--- src/rtl/pifo_dispatch_pkg.sv ---
// Shared types and helpers for the PIFO ingress dispatcher.
package pifo_dispatch_pkg;

  typedef enum logic {OP_POP = 1'b0, OP_PUSH = 1'b1} op_e;
  typedef enum logic {ST_INIT = 1'b0, ST_RUN = 1'b1} state_e;

  // Per-tree occupancy counter width and its saturation point.
  localparam int unsigned CTW     = 10;
  localparam int unsigned OCC_MAX = (1 << CTW) - 1;

  // Trees fold onto ports by their low bits; level must be a power of two.
  function automatic int unsigned home_port(input int unsigned tree_id,
                                            input int unsigned level);
    return tree_id & (level - 1);
  endfunction

endpackage

--- src/rtl/pifo_credit_ctr.sv ---
// Per-port task FIFO credit counter: saturating up/down with sticky overflow.
module pifo_credit_ctr #(
  parameter int unsigned FIFO_SIZE = 8,
  parameter int unsigned CRW       = $clog2(FIFO_SIZE) + 1
) (
  input  logic           clk,
  input  logic           rst_n,
  input  logic           take,
  input  logic           give,
  output logic [CRW-1:0] credit,
  output logic           nonzero,
  output logic           overflow
);

  localparam logic [CRW-1:0] FULL = CRW'(FIFO_SIZE);

  always_ff @(posedge clk or negedge rst_n) begin
    if (!rst_n) begin
      credit   <= FULL;
      overflow <= 1'b0;
    end else begin
      case ({take, give})
        2'b10: if (credit != '0) credit <= credit - 1'b1;
        2'b01: begin
          // A return with every slot already free means the consumer miscounted.
          if (credit == FULL) overflow <= 1'b1;
          else                credit   <= credit + 1'b1;
        end
        default: ;
      endcase
    end
  end

  assign nonzero = (credit != '0);

endmodule

--- src/rtl/pifo_ingress_dispatch.sv ---
// Single-stream front end steering push/pop requests to per-level PIFO ports.
// Optional statistics counters are built when PIFO_DISPATCH_STATS_EN is defined.
module pifo_ingress_dispatch
  import pifo_dispatch_pkg::*;
#(
  parameter int unsigned PTW           = 16,
  parameter int unsigned LEVEL         = 4,
  parameter int unsigned TREE_NUM      = 4,
  parameter int unsigned TREE_NUM_BITS = $clog2(TREE_NUM),
  parameter int unsigned FIFO_SIZE     = 8,
  parameter int unsigned CRW           = $clog2(FIFO_SIZE) + 1
) (
  input  logic                                i_clk,
  input  logic                                i_arst_n,
  // Handshake: a request transfers in any cycle where i_valid & o_ready;
  // o_ready depends only on i_op/i_tree_id and state, never on i_valid.
  input  logic                                i_valid,
  output logic                                o_ready,
  input  logic                                i_op,
  input  logic [TREE_NUM_BITS-1:0]            i_tree_id,
  input  logic [PTW-1:0]                      i_data,
  input  logic [LEVEL-1:0]                    i_credit,
  output logic [LEVEL-1:0]                    o_push,
  output logic [LEVEL-1:0]                    o_pop,
  output logic [LEVEL-1:0][TREE_NUM_BITS-1:0] o_tree_id,
  output logic [LEVEL-1:0][PTW-1:0]           o_push_data,
  output logic                                o_drop,
  output logic                                o_credit_err,
  output state_e                              o_dbg_state,
  output logic [LEVEL-1:0][CRW-1:0]           o_dbg_credit
`ifdef PIFO_DISPATCH_STATS_EN
  ,
  output logic [LEVEL-1:0][31:0]              o_issue_cnt,
  output logic [31:0]                         o_drop_cnt,
  output logic [31:0]                         o_stall_cnt
`endif
);

  state_e           state_q, state_d;
  logic             run;
  logic [CTW-1:0]   occ [TREE_NUM];
  logic [CTW-1:0]   cur_occ;
  logic             is_push;
  logic             would_drop;
  logic [LEVEL-1:0] hp_hit;
  logic [LEVEL-1:0] credit_nz;
  logic [LEVEL-1:0] overflow;
  logic [LEVEL-1:0] take;
  logic             accept;
  logic             issue;

  // Controller: state register, next state, outputs.
  always_ff @(posedge i_clk or negedge i_arst_n) begin
    if (!i_arst_n) state_q <= ST_INIT;
    else           state_q <= state_d;
  end

  always_comb begin
    state_d = state_q;
    case (state_q)
      ST_INIT: state_d = ST_RUN;
      ST_RUN:  state_d = ST_RUN;
      default: state_d = ST_INIT;
    endcase
  end

  always_comb begin
    run = (state_q == ST_RUN);
  end

  assign o_dbg_state = state_q;

  // Request decode.
  assign is_push    = (op_e'(i_op) == OP_PUSH);
  assign cur_occ    = occ[i_tree_id];
  assign would_drop = is_push ? (cur_occ == CTW'(OCC_MAX)) : (cur_occ == '0);

  for (genvar p = 0; p < LEVEL; p++) begin : g_port
    assign hp_hit[p] = (home_port(32'(i_tree_id), LEVEL) == 32'(p));

    pifo_credit_ctr #(.FIFO_SIZE(FIFO_SIZE), .CRW(CRW)) u_credit (
      .clk      (i_clk),
      .rst_n    (i_arst_n),
      .take     (take[p]),
      .give     (i_credit[p]),
      .credit   (o_dbg_credit[p]),
      .nonzero  (credit_nz[p]),
      .overflow (overflow[p])
    );
  end

  // Requests that will be dropped never consume a credit, so they are always accepted.
  assign o_ready      = run & ((|(credit_nz & hp_hit)) | would_drop);
  assign accept       = i_valid & o_ready;
  assign issue        = accept & ~would_drop;
  assign take         = {LEVEL{issue}} & hp_hit;
  assign o_credit_err = |overflow;

  always_ff @(posedge i_clk or negedge i_arst_n) begin
    if (!i_arst_n) begin
      for (int t = 0; t < TREE_NUM; t++) occ[t] <= '0;
    end else if (issue) begin
      if (is_push) occ[i_tree_id] <= cur_occ + 1'b1;
      else         occ[i_tree_id] <= cur_occ - 1'b1;
    end
  end

  always_ff @(posedge i_clk or negedge i_arst_n) begin
    if (!i_arst_n) begin
      o_push      <= '0;
      o_pop       <= '0;
      o_drop      <= 1'b0;
      o_tree_id   <= '0;
      o_push_data <= '0;
    end else begin
      o_push <= (issue &  is_push) ? hp_hit : '0;
      o_pop  <= (issue & ~is_push) ? hp_hit : '0;
      o_drop <= accept & would_drop;
      for (int p = 0; p < LEVEL; p++) begin
        if (take[p]) begin
          o_tree_id[p]   <= i_tree_id;
          o_push_data[p] <= is_push ? i_data : '0;
        end
      end
    end
  end

`ifdef PIFO_DISPATCH_STATS_EN
  always_ff @(posedge i_clk or negedge i_arst_n) begin
    if (!i_arst_n) begin
      o_issue_cnt <= '0;
      o_drop_cnt  <= '0;
      o_stall_cnt <= '0;
    end else begin
      for (int p = 0; p < LEVEL; p++) begin
        if (take[p]) o_issue_cnt[p] <= o_issue_cnt[p] + 32'd1;
      end
      if (accept & would_drop) o_drop_cnt  <= o_drop_cnt + 32'd1;
      if (i_valid & ~o_ready)  o_stall_cnt <= o_stall_cnt + 32'd1;
    end
  end
`endif

endmodule

--- config.mk ---
export PLATFORM = sky130hd
export DESIGN_NAME = pifo_ingress_dispatch
export DESIGN_NICKNAME = d
export VERILOG_FILES = /design/src/rtl/pifo_dispatch_pkg.sv /design/src/rtl/pifo_credit_ctr.sv /design/src/rtl/pifo_ingress_dispatch.sv
export SDC_FILE = /design/constraint.sdc
export NUM_CORES = 1
export LEC_CHECK = 0
export CAP_MARGIN = 30
export CORE_MARGIN = 2
export CORE_UTILIZATION = 47
export DETAILED_ROUTE_END_ITERATION = 16
export PLACE_DENSITY = 0.83
export SETUP_SLACK_MARGIN = 0.4
export SYNTH_ARGS = -nofsm -noshare
export SYNTH_HDL_FRONTEND = slang
export SYNTH_SLANG_ARGS = --single-unit
--- constraint.sdc ---
create_clock -name i_clk -period 10.06 [get_ports i_clk]
set_input_delay 3.018 -clock i_clk [delete_from_list [all_inputs] [get_ports i_clk]]
set_output_delay 3.018 -clock i_clk [all_outputs]
set_load 0.02 [all_outputs]
Yosys cells after proc, flatten, opt, wreduce, memory -nomap -nowiden:

Index checks and enable logic that the tools add are counted.

* register bits: 142
* bits in latches: 0
* RAM bits: 0
* bits in read-only memories: 0
* input bits: 26
* output and inout bits: 100
* logic and storage cells: 117
* memories: 0

* add/sub/neg operators: 10
* multiply operators: 0
* divide/modulo/power cells: 0
* magnitude comparators: 2
* equal/unequal tests: 24
* shift-type cells: 0
* mux-type cells: 24
* bitwise operators: 12
* reductions and logical operators: 21

Operators by type and width (count)
* bitwise mux 40 bit: 2
* 2-to-1 mux 4 bit: 10
* 2-to-1 mux 40 bit: 1
* logical NOT 32 bit: 1
* case mux 4 bit (2 select lines): 4
* 2-to-1 mux 10 bit: 3
* binary-select mux 10 bit (select 2 bit): 1
* demux 10 bit (select 2 bit): 1
* adder 4 x 1 -> 4 bit (second input constant): 4
* == test 4 bit (second input constant): 4
* 2-to-1 mux 16 bit: 1
* nonzero test 4 bit: 4
* subtractor 4 x 1 -> 4 bit (second input constant): 4
* == test 2 bit (second input constant): 6
* AND reduction 3 bit: 4
* adder 10 x 1 -> 10 bit (second input constant): 1
* == test 10 bit (second input constant): 1
* == test 2 x 1 -> 1 bit (second input constant): 5
* logical NOT 10 bit: 1
* subtractor 10 x 1 -> 10 bit (second input constant): 1
* AND 4 bit: 2
* inequality test 2 x 1 -> 1 bit (second input constant): 4
* inequality test 2 bit (second input constant): 4
* AND reduction 2 bit: 4
* other kinds (10): 20

Longest topological paths before layout:

Gate-level depths: netlist (run 1).

* word-level depth: 14
* mapped depth: 19
* depth with buffers taken out: 14

Hierarchy:

A second synthesis (run 1) with hierarchy kept.

* cells, all modules: 563
* area total of the unflattened synthesis: 6537.5 um^2

By module, submodules not included
* pifo_ingress_dispatch: times used 1, cells an instance 447, area each 5236.3 um^2, sequential area each 3052.9 um^2
* pifo_credit_ctr: times used 4, cells an instance 29, area each 325.3 um^2, sequential area each 126.4 um^2

Worst setup path before layout (run 1):

No wires, ideal clock.

* path type: input port to output port
* from: input i_tree_id[0]
* to: output o_ready
* arrival time: 5.490 ns
* required time: 7.042 ns
* slack: 1.552 ns
* stages: 10
* buffers on the path: 3
* cells stage by stage: buf_4 -> buf_6 -> clkbuf_1 -> mux4_2 -> inv_1 -> ha_1 -> nand2b_1 -> nor4_4 -> nor2_1 -> a21boi_0

* cells in the longest elaborated chain, start to end: 8
* elaborated cells between the ends (all ways): 15
* those cells by class: eq/ne: 4; mux: 4; bitwise: 4; reduce/logical: 3

RTL lines
* start: declaration: line pifo_ingress_dispatch.sv:20 `input logic [TREE_NUM_BITS-1:0] i_tree_id,`
* NOT 2 -> 3 bit (implied by the code): line pifo_ingress_dispatch.sv:75 `assign cur_occ = occ[i_tree_id];`
* binary-select mux 10 bit (select 2 bit): line pifo_ingress_dispatch.sv:75
* 2-to-1 mux 10 bit (implied by the code) (2 in series): line pifo_ingress_dispatch.sv:75
* == test 10 bit or logical NOT 10 bit (tied branches): line pifo_ingress_dispatch.sv:76 `assign would_drop = is_push ? (cur_occ == CTW'(OCC_MAX)) : (cur_occ == '0);`
* 2-to-1 mux 1 bit: line pifo_ingress_dispatch.sv:76
* bitwise OR 1 bit *: line pifo_ingress_dispatch.sv:93 `assign o_ready = run & ((|(credit_nz & hp_hit)) | would_drop);`
* AND 1 bit *: line pifo_ingress_dispatch.sv:93
* end: declaration: line pifo_ingress_dispatch.sv:18 `output logic o_ready,`

Every way passes the cells marked *; elsewhere a longest branch is shown, timed or not. The select of a mux whose other input is x is not followed.

Worst setup path after layout (run 1):

Same ends and word-level chain as after synthesis.

==> impl_metrics.toml, run 1 <==
[die]
die_w_um = 126
die_area_sq_um = 15900
initial_core_util_pct = 48.1
fp.dieH_um = 126
io_pins = 126
std_cell_rows = 44
core_sq_um = 14500

[yosys]
synth_top_area_share_pct = 49.4
ys_async_sr_fraction_pct = 100
synth_edf_count = 0
syn_inst = 507
ys.flop_type = "dfrtp_1"
synth_area_sq_um = 7000
ys_seq_area_share_pct = 50.9
ys_top_cells_by_area = "dfrtp_1 49%, mux2_4 16%, ha_1 3.2%"
synth_nets = 555
synth_area_per_cell_sq_um = 13.8
ys_warn_count = 0
ys_ff_latch = 142
synth_top_area_cell = "dfrtp_1"
synth_cell_types = 49

[timing]
maxSlewHeadroom_pct = 32.9
period_minus_slack_ns = 9.36
post-route-period-util_pct = 93.0
rsz0062_at_grt = "no"
drv_slew = 0
setup_tns_ns = 0
skew_ns = 0.00626
fmax_mhz = 107
worstMarginPinSlew_ns = 0.997
hold_violations = 0
setup_viol = 0

[worst_setup_path]
cp-start-kind = "input port"
critPathRequiredTime_ns = 7.04
path_class = "input port to primary output"
crit_path_frequent_cell = "clkdlybuf4s50_1"
cp-end-kind = "primary output"
cpLargestDelayFamily = "buffers and inverters"
cp_slowest_stage_delay_ns = 0.83
worstPathCellList = "clkdlybuf4s50_1 > buf_4 > mux4_2 > or3_1 > nor4_4 > nor2_1 > a21boi_0 > clkdlybuf4s50_1"
slowest_stage = "clkdlybuf4s50_1"
crit_arrival_ns = 6.34
worstPathMaxFanout = 13
path_buf_inv = 3

[clocking]
numCtsBuffers = 17
cts_resized = 0
clock-root-buffer = "clkbuf_16"
post-cts-setup-buffers = 0
htree_levels = 4
clkSinkCount = 142
path_clk_slew_ns = 0.06
tritoncts = "done"
clk_latency_ns = 0.42
clockBufferDepth = 2
cts-hold-fix-buffers = 0

[finish]
final_nets = 682
area_growth_pct = 29.1
num-fill-cells = 1107
finalNonFillerCells = 831
design_area_sq_um = 9030
n_antenna_cell = 0
final_common_cell = "dfrtp_1"
drive_above_1_share_pct = 24.1
final_cell_mix = "138 x dfrtp_1, 124 x clkdlybuf4s50_1, 76 x mux2_4"

[place]
post_dp_cell_area_sq_um = 8350
dp_cells = 799
place_hpwl_um = 11100
portBuffers = 125
gp_congestion = 0.872

[flow_run]
cap_violations = 0

[route]
drt-total-wl_um = 16200
dr.pass1.iters = 4
drt-initial-drc-count = 433
vias = 4630
viasPerCell = 5.57
drcViolationCount = 0
wl_per_cell_um = 19.5
antenna_left = 0

[power]
combPwrFrac_pct = 37.4
leakagePower_nw = 4.03
p_per_area_nw_per_um2 = 291
ir_drop_mv = 0.145
pwr-share-clk_pct = 27.2
p_int_w = 0.00178
power_switching_w = 0.000852
swShare_pct = 32.4
seqPwrFrac_pct = 35.4

[min_path]
hp-class = "register to register"

[grt]
antenna_found_initial = 0
groute.usage.overall_pct = 21.1
grt_pass1_vias = 4868
gr-total-overflow = 0
grt_first_pass_wirelength_um = 26100
grt_max_degree = 73

[outcome]
outcome = "finished, final reports clean"
sequential cells by signal (all words and copies together), names as in the netlist, named ones only:
| signal | cells |
|---|---|
| o_push_data | 64 |
| occ | 36 |
| g_port.u_credit.credit | 16 |
| o_tree_id | 8 |
| g_port.u_credit.overflow | 4 |
| o_pop | 4 |
| o_push | 4 |
| o_dbg_state | 1 |
| o_drop | 1 |
area by class of cell:
type	count	area, sq um	area share (%)
Clock inverter	8	173	1.91
Multi-Input combinational cell	325	3190	35.3
Tap cell	184	230	2.55
Timing Repair Buffer	131	1300	14.4
Clock buffer	24	512	5.66
Sequential cell	142	3560	39.4
Inverter	17	71.3	0.789
synthesized netlist by cell type, drive strengths merged (5+ instances only):
cell type	n
dfrtp	138
mux2	92
and2	26
o31ai	24
nand2	21
xnor2	20
ha	18
inv	17
buf	16
a21oi	13
mux4	10
or3	10
nor2	9
and3	8
clkbuf	7
nand2b	7
nor3	7
nand4	6
xor2	5
kinds of logic (layout without fill, tap and decap cells):
kind of cell | count (synthesis) | after routing | share of synthesized area (%)
AO/OA/AOI/OAI | 56 | 56 | 5.83
XOR/XNOR | 25 | 25 | 3.13
flip-flops | 142 | 142 | 50.9
buffers and inverters | 40 | 180 | 3.51
adder cells (fa/ha/maj) | 22 | 22 | 4.36
other | 1 | 1 | 0.0536
AND/OR/NAND/NOR | 119 | 119 | 10.2
multiplexers | 102 | 102 | 22.1
per-layer routing:
layer | routed length (um) | GRT usage [%] | share of wire (%) | up-vias
met5 | 0 | 0 | 0 | -
met4 | 359 | 8.60 | 2.2 | 0
met3 | 722 | 4.84 | 4.5 | 26
met2 | 8330 | 34.8 | 51 | 137
met1 | 6810 | 27.0 | 42 | 2387
li1 | - | - | - | 2080
power by group through the flow:
stage / Combinational, W / Clock [W] / Sequential [W]
final: 0.000985 / 0.000716 / 0.000932
after global routing: 0.00105 / 0.000753 / 0.000957
after CTS: 0.000991 / 0.000729 / 0.000929
after detailed placement: 0.000984 / 0 / 0.000932
after global placement: 0.000950 / 0 / 0.000926
after floorplan: 0.000492 / 0 / 0.00103
worst paths after layout:
path	from	end	slack [ns]	cells past startpoint
hold / removal	o_tree_id[2]$_DFFE_PN0P_	o_tree_id[2]$_DFFE_PN0P_	0.47	1
setup / recovery	i_tree_id[0]	o_ready	0.70	8
setup reg to reg	register	g_port[2].u_credit.credit[3]$_DFFE_PN1P_	5.87	12
min in group asynchronous	i_arst_n	g_port[2].u_credit.credit[0]$_DFFE_PN0P_	2.61	1
max in group asynchronous	i_arst_n	o_push_data[27]$_DFFE_PN0P_	6.15	2
hold reg to reg	o_tree_id[2]$_DFFE_PN0P_	o_tree_id[2]$_DFFE_PN0P_	0.47	1
stage by stage:
stage / util, % / total power, W / setup WS, ns / hold slack, ns
final: 62.2 / 0.00263 / 0.701 / 0.466
after global routing: 62.2 / 0.00276 / 0.494 / 0.485
after CTS: 62.2 / 0.00265 / 0.661 / 0.471
after detailed placement: 57.5 / 0.00192 / 0.667 / 0.451
after global placement: 57.5 / 0.00188 / 0.730 / 0.446
after floorplan: - / 0.00152 / 1.55 / 0.433
Note: power is estimated with default switching activity, not from simulation.
==> run 2, diff against run 1 <==
--- a/config.mk
+++ b/config.mk
@@ -8,6 +8,7 @@
 export CAP_MARGIN = 30
 export CORE_MARGIN = 2
 export CORE_UTILIZATION = 47
+export CTS_CLUSTER_DIAMETER = 30
 export DETAILED_ROUTE_END_ITERATION = 16
 export PLACE_DENSITY = 0.83
 export SETUP_SLACK_MARGIN = 0.4
==> results of run 2 <==
Same layout as run 1: the final DEF is identical, and so are final timing and power.
==> run 3, diff against run 2 <==
--- a/config.mk
+++ b/config.mk
@@ -5,12 +5,12 @@
 export SDC_FILE = /design/constraint.sdc
 export NUM_CORES = 1
 export LEC_CHECK = 0
-export CAP_MARGIN = 30
 export CORE_MARGIN = 2
 export CORE_UTILIZATION = 47
 export CTS_CLUSTER_DIAMETER = 30
 export DETAILED_ROUTE_END_ITERATION = 16
 export PLACE_DENSITY = 0.83
+export RECOVER_POWER = 25
 export SETUP_SLACK_MARGIN = 0.4
 export SYNTH_ARGS = -nofsm -noshare
 export SYNTH_HDL_FRONTEND = slang
==> run 3 against run 2 <==
Effect of this change:
- non-clock buffer count unchanged
- register-to-register slack about the same
- first-iteration DRC count down 4.6%
- core utilization down 0.069 points
- the flow now finishes with violations (max-capacitance violations, max-slew violations)
- critical path depth unchanged
- largest cell class unchanged
- highest routed layer unchanged
- sequential share of layout area about the same
- routed wire length about the same
- clock power about the same
==> impl_metrics.toml, run 3 (synthesis results as in run 1) <==
[route]
viasPerCell = 5.57
antenna_left = 0
drt-initial-drc-count = 413
wl_per_cell_um = 19.5
dr.pass1.iters = 4
vias = 4631
drt-total-wl_um = 16200
drcViolationCount = 0

[clocking]
cts_resized = 0
clkSinkCount = 142
clock-root-buffer = "clkbuf_16"
numCtsBuffers = 17
cts-hold-fix-buffers = 0
tritoncts = "done"
htree_levels = 4
post-cts-setup-buffers = 0
clk_latency_ns = 0.42
path_clk_slew_ns = 0.06
clockBufferDepth = 2

[timing]
post-route-period-util_pct = 93.1
hold_ws_ns = 0.466
skew_ns = 0.00632
setup_tns_ns = 0
setup_viol = 0
worstMarginPinSlew_ns = 3.79
hold_violations = 0
rsz0062_at_grt = "no"
maxSlewHeadroom_pct = -153
setup_slack_ns = 0.695
period_minus_slack_ns = 9.37
fmax_mhz = 107
drv_slew = 145

[grt]
grt_pass1_vias = 4868
gr-total-overflow = 0
antenna_found_initial = 0
grt_first_pass_wirelength_um = 26100
groute.usage.overall_pct = 21.1
grt_max_degree = 73

[place]
portBuffers = 125
gp_congestion = 0.872
dp_slack_ns = 0.667
place_hpwl_um = 11100

[min_path]
min_path_cells = 1
hp-class = "register to register"

[worst_setup_path]
cp_slowest_stage_delay_ns = 0.83
critPathRequiredTime_ns = 7.04
rr_endpoint = "g_port[2].u_credit.credit[3]$_DFFE_PN1P_"
worstPathMaxFanout = 13
cp-start-kind = "input port"
worstPathCellList = "clkdlybuf4s50_1 > buf_4 > mux4_2 > or3_1 > nor4_4 > nor2_1 > a21boi_0 > clkdlybuf4s50_1"
crit_path_frequent_cell = "clkdlybuf4s50_1"
reg2reg_depth = 12
path_class = "input port to primary output"
slowest_stage = "clkdlybuf4s50_1"
ff2ff_setup_slack_ns = 5.88
crit_arrival_ns = 6.35
endpoint = "o_ready"
cp-end-kind = "primary output"
setup.worst_path.start = "i_tree_id[0]"

[finish]
final_nets = 682
utilization_pct = 62.1
drive_above_1_share_pct = 24.0
largest_reg_flops = 64
final_common_cell = "dfrtp_1"
final_cell_mix = "138 x dfrtp_1, 124 x clkdlybuf4s50_1, 76 x mux2_4"
top_register = "o_push_data"
reg_top3 = "o_push_data (64), occ (36), g_port.u_credit.credit (16)"
n_antenna_cell = 0
area_growth_pct = 29.0

[power]
p_per_area_nw_per_um2 = 292
power.total_w = 0.00263
leakagePower_nw = 4.02
ir_drop_mv = 0.145

[outcome]
outcome = "finished, violations left"
violations = "max-capacitance violations, max-slew violations"

[die]
io_pins = 126
die_area_sq_um = 15900
std_cell_rows = 44
initial_core_util_pct = 48.1
core_sq_um = 14500
fp.dieH_um = 126
die_w_um = 126

[flow_run]
cap_violations = 2
run 3: cell count changes in the layout (fill, tap and decap cells not counted):
cell / before / now
clkbuf_1: 1 / 2
buf_4: 6 / 5
clkbuf_2: 0 / 1
buf_6: 1 / 0
run 3: how the worst min path moves through the flow:
stage                                              endpoint                               startpoint  slack (ns)
finish                             o_tree_id[2]$_DFFE_PN0P_                 o_tree_id[2]$_DFFE_PN0P_        0.47
global route        g_port[1].u_credit.overflow$_DFFE_PN0P_  g_port[1].u_credit.overflow$_DFFE_PN0P_        0.49
CTS                 g_port[2].u_credit.overflow$_DFFE_PN0P_  g_port[2].u_credit.overflow$_DFFE_PN0P_        0.47
detailed placement                 o_tree_id[7]$_DFFE_PN0P_                 o_tree_id[7]$_DFFE_PN0P_        0.45
global placement    g_port[1].u_credit.overflow$_DFFE_PN0P_  g_port[1].u_credit.overflow$_DFFE_PN0P_        0.45
floorplan           g_port[2].u_credit.overflow$_DFFE_PN0P_  g_port[2].u_credit.overflow$_DFFE_PN0P_        0.43
run 3: power by group:
group          switching (W)  internal [W]
sequential          0.000164      0.000768
clock               0.000235      0.000481
combinational       0.000453      0.000530
total               0.000852       0.00178
run 3: layout make-up:
cell class | instances | area [sq um]
clock inverters | 8 | 173
well taps | 184 | 230
clock buffers | 24 | 512
inverters | 17 | 71.3
multi-input cells | 325 | 3190
flip-flops and latches | 142 | 3560
fillers | 1110 | 5510
repair buffers | 131 | 1290
run 3: metrics by stage:
step	instance area, sq um	instances
2_1_floorplan	7000	507
3_3_place_gp	8350	799
3_5_place_dp	8350	799
4_1_cts	9030	831
5_1_grt	9020	831
6_report	9020	831
run 3: metal layers:
layer  vias up  share of wire [%]  wire (um)  global-route usage (%)
li1       2078                  -          -                       -
met1      2384                 41       6730                    27.0
met2       138                 52       8360                    34.8
met3        31                4.5        727                    4.84
met4         0                2.5        403                    8.60
met5         -                  0          0                       0
run 3: critical path, delay by kind of cell:
| family | cells | cell delay (ns) |
|---|---|---|
| mux | 1 | 0.60 |
| compound gates | 1 | 0.22 |
| simple gates | 3 | 0.71 |
| buf+inv | 3 | 1.79 |
